`config.mk`:
```
export PLATFORM = sky130hd
export DESIGN_NAME = hazard_detection_id
export DESIGN_NICKNAME = d
export VERILOG_FILES = /design/src/rtl/hazard_detection_id_pkg.sv /design/src/rtl/hazard_detection_id_sb_stage.sv /design/src/rtl/hazard_detection_id.sv
export SDC_FILE = /design/constraint.sdc
export NUM_CORES = 1
export LEC_CHECK = 0
export BUFFER_PORTS_ARGS = -buffer_cell sky130_fd_sc_hd__clkbuf_2
export CAP_MARGIN = 20
export CORE_MARGIN = 2
export CORE_UTILIZATION = 44
export CTS_CLUSTER_DIAMETER = 80
export DETAILED_ROUTE_END_ITERATION = 8
export PLACE_DENSITY = 0.73
export SLEW_MARGIN = 5
export SYNTH_ARGS = -nofsm -noshare
export SYNTH_HDL_FRONTEND = slang
export SYNTH_SLANG_ARGS = --single-unit
```
`constraint.sdc`:
```
create_clock -name clk -period 1.85 [get_ports clk]
set_clock_uncertainty 0.2 [all_clocks]
set_input_delay 0.2775 -clock clk [delete_from_list [all_inputs] [get_ports clk]]
set_output_delay 0.2775 -clock clk [all_outputs]
set_load 0.005 [all_outputs]
```
`src/rtl/hazard_detection_id_pkg.sv`:
```
// Shared scoreboard-entry layout and helpers for hazard_detection_id.
// REG_FILE_ADDR_LEN normally arrives from the shared defines.v; a fallback keeps the block standalone.
`ifndef REG_FILE_ADDR_LEN
`define REG_FILE_ADDR_LEN 5
`endif

package hazard_detection_id_pkg;

  typedef enum logic [1:0] {
    SB_EXE = 2'd0,
    SB_MEM = 2'd1,
    SB_WB  = 2'd2
  } sb_slot_e;

  localparam int SB_DEPTH = 3;

  // Control bits of an entry, packed ahead of dest: {valid, wb_en, mem_r}
  localparam int SB_CTRL_W    = 3;
  localparam int SB_VALID_BIT = 2;
  localparam int SB_WB_BIT    = 1;
  localparam int SB_MR_BIT    = 0;

  localparam logic [1:0] STALL_CNT_MAX = 2'd3;

  function automatic logic [1:0] sat_inc(input logic [1:0] c);
    return (c == STALL_CNT_MAX) ? c : c + 2'd1;
  endfunction

endpackage

```
`src/rtl/hazard_detection_id_sb_stage.sv`:
```
// One scoreboard entry: control bits reset asynchronously, destination is plain data.
// Both advance only when en is high.
module hazard_detection_id_sb_stage
  import hazard_detection_id_pkg::*;
#(
  parameter int ADDR_LEN = `REG_FILE_ADDR_LEN
) (
  input  logic                 clk,
  input  logic                 rst,
  input  logic                 en,
  input  logic [SB_CTRL_W-1:0] d_ctrl,
  input  logic [ADDR_LEN-1:0]  d_dest,
  output logic [SB_CTRL_W-1:0] ctrl,
  output logic [ADDR_LEN-1:0]  dest
);

  always_ff @(posedge clk or negedge rst) begin
    if (!rst) begin
      ctrl <= '0;
    end else if (en) begin
      ctrl <= d_ctrl;
    end
  end

  // dest is only meaningful while valid is set, so it needs no reset
  always_ff @(posedge clk) begin
    if (en) begin
      dest <= d_dest;
    end
  end

endmodule

```
`src/rtl/hazard_detection_id.sv`:
```
// ID-stage hazard detection: 3-entry producer scoreboard, stall / bubble / IF-flush generation.
// Optional feature macro: FORWARDING_EN (only load-use in EXE stalls when defined).
module hazard_detection_id
  import hazard_detection_id_pkg::*;
#(
  parameter int ADDR_LEN = `REG_FILE_ADDR_LEN
) (
  input  logic                clk,
  input  logic                rst,
  input  logic [ADDR_LEN-1:0] src1_ID,
  input  logic [ADDR_LEN-1:0] src2_ID,
  input  logic                two_src_ID,
  input  logic [ADDR_LEN-1:0] dest_ID,
  input  logic                WB_EN_ID,
  input  logic                MEM_R_EN_ID,
  input  logic                br_taken,
  input  logic                pipe_hold,
  output logic                hazard_stall,
  output logic                bubble_EXE,
  output logic                flush_IF,
  output logic [1:0]          stall_cnt
);

`ifdef FORWARDING_EN
  // Forwarding covers everything except a load still in EXE
  localparam logic [SB_DEPTH-1:0] HAZ_WIN   = 3'b001;
  localparam logic                LOAD_ONLY = 1'b1;
`else
  // Write-before-read register file makes WB safe; EXE and MEM are not
  localparam logic [SB_DEPTH-1:0] HAZ_WIN   = 3'b011;
  localparam logic                LOAD_ONLY = 1'b0;
`endif

  logic [SB_CTRL_W-1:0] sb_d_ctrl [SB_DEPTH];
  logic [ADDR_LEN-1:0]  sb_d_dest [SB_DEPTH];
  logic [SB_CTRL_W-1:0] sb_ctrl   [SB_DEPTH];
  logic [ADDR_LEN-1:0]  sb_dest   [SB_DEPTH];
  logic                 raw_hazard;
  logic                 advance;

  function automatic logic src_match(input logic [SB_CTRL_W-1:0] c,
                                     input logic [ADDR_LEN-1:0]  d,
                                     input logic [ADDR_LEN-1:0]  s);
    return c[SB_VALID_BIT] & c[SB_WB_BIT] & (d == s) & (s != '0);
  endfunction

  always_comb begin
    raw_hazard = 1'b0;
    for (int k = 0; k < SB_DEPTH; k++) begin
      if (HAZ_WIN[k] && (sb_ctrl[k][SB_MR_BIT] || !LOAD_ONLY) &&
          (src_match(sb_ctrl[k], sb_dest[k], src1_ID) ||
           (two_src_ID && src_match(sb_ctrl[k], sb_dest[k], src2_ID)))) begin
        raw_hazard = 1'b1;
      end
    end
  end

  // A taken branch flushes the ID instruction, so it overrides the stall
  assign hazard_stall = rst & raw_hazard & ~br_taken;
  assign bubble_EXE   = rst & (raw_hazard | br_taken);
  assign flush_IF     = rst & br_taken;
  assign advance      = ~pipe_hold;

  // ID -> EXE -> MEM -> WB; a bubble enters as an invalid entry
  always_comb begin
    sb_d_ctrl[SB_EXE] = {~bubble_EXE, WB_EN_ID, MEM_R_EN_ID};
    sb_d_dest[SB_EXE] = dest_ID;
    for (int k = 1; k < SB_DEPTH; k++) begin
      sb_d_ctrl[k] = sb_ctrl[k-1];
      sb_d_dest[k] = sb_dest[k-1];
    end
  end

  for (genvar k = 0; k < SB_DEPTH; k++) begin : g_sb
    hazard_detection_id_sb_stage #(
      .ADDR_LEN(ADDR_LEN)
    ) u_stage (
      .clk   (clk),
      .rst   (rst),
      .en    (advance),
      .d_ctrl(sb_d_ctrl[k]),
      .d_dest(sb_d_dest[k]),
      .ctrl  (sb_ctrl[k]),
      .dest  (sb_dest[k])
    );
  end

  always_ff @(posedge clk or negedge rst) begin
    if (!rst) begin
      stall_cnt <= 2'd0;
    end else if (advance) begin
      stall_cnt <= hazard_stall ? sat_inc(stall_cnt) : 2'd0;
    end
  end

endmodule

```
After elaboration in Yosys (flattened, before gate mapping)
Index checks and enable logic that the tools add are counted.
{"block": "totals", "in_bits": 22, "elab_cells": 41, "reg_bits": 18, "output_inout_bits": 5}
{"block": "classes", "add_sub_neg": 1, "reduce_logical": 7, "n_mux": 4, "eq_ne": 6, "bitwise_logic": 18}
{"cell": "== test 5 bit", "count": 4}
{"cell": "bitwise AND 1 bit", "count": 14}
{"cell": "nonzero test 5 bit", "count": 2}
{"cell": "2-to-1 mux 2 bit", "count": 2}
{"cell": "inverter 1 bit", "count": 3}
{"cell": "adder 2 x 1 -> 2 bit, second input constant", "count": 1}
{"cell": "== test 2 bit, second input constant", "count": 1}
{"cell": "logical AND 1 bit", "count": 2}
{"cell": "logical OR 1 bit", "count": 2}
{"cell": "2-to-1 mux 1 bit", "count": 2}
{"cell": "inequality test 2 bit, second input constant", "count": 1}
{"cell": "AND reduction 2 bit", "count": 1}
{"cell": "bitwise OR 1 bit", "count": 1}

Longest topological paths before layout
{"block": "depth", "depth_word": 11, "depth_mapped": 6, "ltp_nobuf": 6}

Cells and area by module
Synthesis repeated with hierarchy kept, for this count alone.
{"block": "hier_totals", "hier_cells": 82, "hier_area_um2": 960.9}
{"module": "hazard_detection_id_sb_stage", "area_per_inst_um2": 259.0, "cells_each": 11, "seq_area_each_um2": 225.2, "n_inst": 2}
{"module": "hazard_detection_id", "area_per_inst_um2": 442.9, "cells_each": 60, "seq_area_each_um2": 50.0, "n_inst": 1}

Worst setup path after synthesis
OpenSTA, ideal clock, no wires.
{"block": "synth_path", "path_kind": "in2out", "start": "in src2_ID[1]", "end": "out hazard_stall", "stages": 5, "path_buffers": 0, "required_time_ns": 1.372, "arrival_time_ns": 1.444, "path_slack_ns": -0.072, "cell_sequence": "or4_1 > o21ai_2 > or4_1 > a21oi_2 > or2_2"}
{"block": "synth_via", "elab_chain_cells": 9, "elab_cells_between_ends": 15, "cone_classes": "eq/ne (2); mux (2); bitwise (6); reduce/logical (5)"}
{"element": "start: declaration", "line": "hazard_detection_id.sv:11", "text": "input logic [ADDR_LEN-1:0] src2_ID,"}
{"element": "== test 5 bit", "line": "hazard_detection_id.sv:44", "text": "return c[SB_VALID_BIT] & c[SB_WB_BIT] & (d == s) & (s != '0);"}
{"element": "bitwise AND 1 bit (2 in a row)", "line": "hazard_detection_id.sv:44"}
{"element": "logical AND 1 bit", "line": "hazard_detection_id.sv:52", "text": "(two_src_ID && src_match(sb_ctrl[k], sb_dest[k], src2_ID)))) begin"}
{"element": "logical OR 1 bit", "line": "hazard_detection_id.sv:51", "text": "(src_match(sb_ctrl[k], sb_dest[k], src1_ID) ||"}
{"element": "2-to-1 mux 1 bit", "line": "hazard_detection_id.sv:50", "text": "if (HAZ_WIN[k] && (sb_ctrl[k][SB_MR_BIT] || !LOAD_ONLY) &&"}
{"element": "2-to-1 mux 1 bit (*)", "line": "hazard_detection_id.sv:50"}
{"element": "bitwise AND 1 bit (*) (2 in a row)", "line": "hazard_detection_id.sv:59", "text": "assign hazard_stall = rst & raw_hazard & ~br_taken;"}
{"element": "end: declaration", "line": "hazard_detection_id.sv:18", "text": "output logic hazard_stall,"}
Every way passes the cells marked *; elsewhere a longest branch is shown, timed or not.

Worst setup path after layout
{"block": "layout_path", "start": "reg g_sb[0].u_stage.dest[3]", "end": "out bubble_EXE"}
{"block": "layout_via", "elab_chain_cells": 9, "elab_cells_between_ends": 12, "cone_classes": "eq/ne (2); mux (2); bitwise (6); reduce/logical (2)"}
{"element": "start: declaration", "line": "hazard_detection_id_sb_stage.sv:14", "text": "output logic [ADDR_LEN-1:0] dest"}
{"element": "start signal: assignment", "line": "hazard_detection_id_sb_stage.sv:28", "text": "dest <= d_dest;"}
{"element": "== test 5 bit", "line": "hazard_detection_id.sv:44"}
{"element": "bitwise AND 1 bit (2 in a row)", "line": "hazard_detection_id.sv:44"}
{"element": "logical AND 1 bit", "line": "hazard_detection_id.sv:52"}
{"element": "logical OR 1 bit (*)", "line": "hazard_detection_id.sv:51"}
{"element": "2-to-1 mux 1 bit (*) (2 in a row)", "line": "hazard_detection_id.sv:50"}
{"element": "bitwise OR 1 bit (*)", "line": "hazard_detection_id.sv:60", "text": "assign bubble_EXE = rst & (raw_hazard | br_taken);"}
{"element": "bitwise AND 1 bit (*)", "line": "hazard_detection_id.sv:60"}
{"element": "end: declaration", "line": "hazard_detection_id.sv:19", "text": "output logic bubble_EXE,"}
Marked as above.

==> flow_metrics.env <==
export IMPL_synth_compound_area_share_pct=9.637
export IMPL_syn_nets=102
export IMPL_grt_usage_pct=18.87
export IMPL_cts_max_path_buffers=2
export IMPL_drc_errors=0
export IMPL_synth_top_family_by_area="XOR/XNOR gates"
export IMPL_maxSlewViolCount=0
export IMPL_startpoint_type="flop"
export IMPL_critPathKind="flop to output port"
export IMPL_status="complete, but fails checks"
export IMPL_avgSynthCellArea_um2=11.34
export IMPL_tightest_slew_ns=0.4404
export IMPL_fin_cells=154
export IMPL_finalCriticalPeriod_ns=2.410
export IMPL_ys_types=26
export IMPL_grt_ovfl_total=0
export IMPL_crit_fanout=3
export IMPL_cts_tree="built"
export IMPL_setup_viol=5
export IMPL_final_common_cell="clkbuf_2"
export IMPL_hold_viol=0
export IMPL_p_leak_uw=0.0005389
export IMPL_nets=151
export IMPL_via_per_inst=4.974
export IMPL_tns_ns=-1.395
export IMPL_num_antenna_cells=0
export IMPL_antenna_found_initial=0
export IMPL_die_w_um=49.12
export IMPL_drv_cap=0
export IMPL_drtIter0Drc=3
export IMPL_arrival_ns=1.93
export IMPL_rsz0062_at_grt="true"
export IMPL_cts_buffers=3
export IMPL_worstPathRequired_ns=1.37
export IMPL_clk_pin_slew_ns=0.09
export IMPL_yosys_area_share_adder_pct=1.397
export IMPL_ys_seq_area_share_pct=50.28
export IMPL_drive_gt1_share_pct=45.67
export IMPL_vias=766
export IMPL_dp_cells=142
export IMPL_die_area_mm2=0.002413
export IMPL_pre_cts_ws_ns=-0.3124
export IMPL_peakVddDrop_mv=0.5718
export IMPL_wl_per_cell_um=12.87
export IMPL_relSlewSlack_pct=70.61
export IMPL_io_pins=27
export IMPL_syn_instance_count=79
export IMPL_place_congestion=0.7773
export IMPL_syn_area_um2=895.9
export IMPL_die_h_um=49.12
export IMPL_whs_ns=0.02651
export IMPL_hold_class="primary input to flop"
export IMPL_clock_fmax_ghz=0.4150
export IMPL_rows=16
export IMPL_synth_xor_area_share_pct=19.55
export IMPL_grt_first_pass_wirelength_um=3387
export IMPL_layout_common_cells="clkbuf_2 (25), buf_4 (14), xor2_1 (10), edfxtp_1 (10), xnor2_1 (9)"
export IMPL_power_density_mw_per_mm2=659.7
export IMPL_post_route_util_pct=65.59
export IMPL_min_period_over_period_pct=130.2
export IMPL_ys_warn_count=0
export IMPL_coreArea_mm2=0.001942
export IMPL_io_buffers=25
export IMPL_areaGrowthSynthToFinish_pct=42.18
export IMPL_synth_seq_cells=16
export IMPL_fin_ws_ns=-0.5596
export IMPL_drt_antenna_violating_nets=0
export IMPL_grt_pass1_vias=792
export IMPL_grt_max_degree=13
export IMPL_initial_core_util_pct=46.13
export IMPL_routed_wl_um=1982
export IMPL_end_kind="output port"
export IMPL_dr_pass1_iters=3
export IMPL_cts_sinks=16
export IMPL_clkLatencyLatePin_ns=0.28
export IMPL_synth_simple_area_share_pct=13.69
export IMPL_violations="negative setup slack"
export IMPL_hpwl_um=1486
export IMPL_synthMuxAreaShare_pct=3.771
export IMPL_h_tree_depth=1
export IMPL_root_buffer="clkbuf_4"
==> area by class of cell <==
cell class              instances  area (µm²)
repair buffers                 45       290.3
inverters                       3       11.26
multi-input cells              59       461.7
fillers                       166       668.1
well taps                      27       33.78
flip-flops and latches         16       450.4
clock buffers                   4       26.28
==> sequential cells by signal, summed over array words and instances (netlist names) <==
signal	count
stall_cnt	2
g_sb.u_stage.ctrl	4
g_sb.u_stage.dest	10
==> cell families (layout without fill, tap and decap cells) <==
logic type | Yosys count | in the layout
buffers and inverters | 4 | 52
flip-flops | 16 | 16
multiplexers | 3 | 3
adder cells (fa/ha/maj) | 1 | 1
XOR/XNOR | 20 | 20
AND/OR/NAND/NOR | 23 | 23
AO/OA/AOI/OAI | 12 | 12
==> critical path, stage by stage, from the launching register on <==
cell and delay, ns:
edfxtp_1 0.47, xnor2_1 0.17, nand3_1 0.09, or4_4 0.45
a21oi_2 0.17, o31a_1 0.18, clkbuf_2 0.13
==> synthesized netlist by cell type, drive strengths merged <==
cell type,n,area (µm²)
edfxtp,10,300.3
xnor2,10,87.58
xor2,10,87.58
dfrtp,6,150.1
a21oi,5,36.29
nand2,4,15.01
nand3,4,20.02
nor2,4,15.01
inv,3,11.26
mux2,3,33.78
nor3,3,15.01
o21ai,3,18.76
or4,3,26.27
nand4,2,12.51
o211ai,2,15.01
a22oi,1,7.510
and2,1,6.260
clkbuf,1,3.750
ha,1,12.51
nor2b,1,6.260
o31a,1,8.760
or2,1,6.260
==> per-stage QoR <==
step,total power (µW),area (µm²)
2_1_floorplan,547.5,907.1
3_5_place_dp,637.6,1152
5_1_grt,887.5,1274
3_3_place_gp,625.9,1152
4_1_cts,837.3,1254
6_report,840.3,1274
==> final timing paths <==
path / start / end / slack (ns) / cells past startpoint
max: g_sb[0].u_stage.dest[3] / bubble_EXE / -0.56 / 6
min: WB_EN_ID / g_sb[0].u_stage.ctrl[1] / 0.03 / 2
max reg2reg: g_sb[0].u_stage.dest[3] / stall_cnt[1] / -0.15 / 7
min reg2reg: g_sb[1].u_stage.ctrl[1] / g_sb[1].u_stage.ctrl[1] / 0.36 / 1
max in group asynchronous: rst / stall_cnt[1] / 0.92 / 3
min in group asynchronous: rst / g_sb[1].u_stage.ctrl[1] / 0.32 / 3
==> layer usage <==
metal | vias to the layer above | track usage (%) | routed length [µm]
met2 | 18 | 33.11 | 1035
met3 | 6 | 0.9202 | 37
li1 | 382 | - | -
met5 | - | 0 | 0
met4 | 0 | 10.48 | 55
met1 | 360 | 23.05 | 854
==> power breakdown <==
group	internal, µW	total (µW)	switching (µW)
Combinational	114	206	91.4
Sequential	420	452	32.1
Clock	83.6	183	99.1
Total	618	840	223
==> timing repair <==
action,CTS,global route
resized for setup,2,2
pin swaps,12,0
hold buffers,6,0
gates cloned,0,0
buffers inserted,2,1
endpoints found under the hold margin,11,0
endpoints found under the setup margin,5,5
Note: power is estimated with default switching activity, not from simulation.
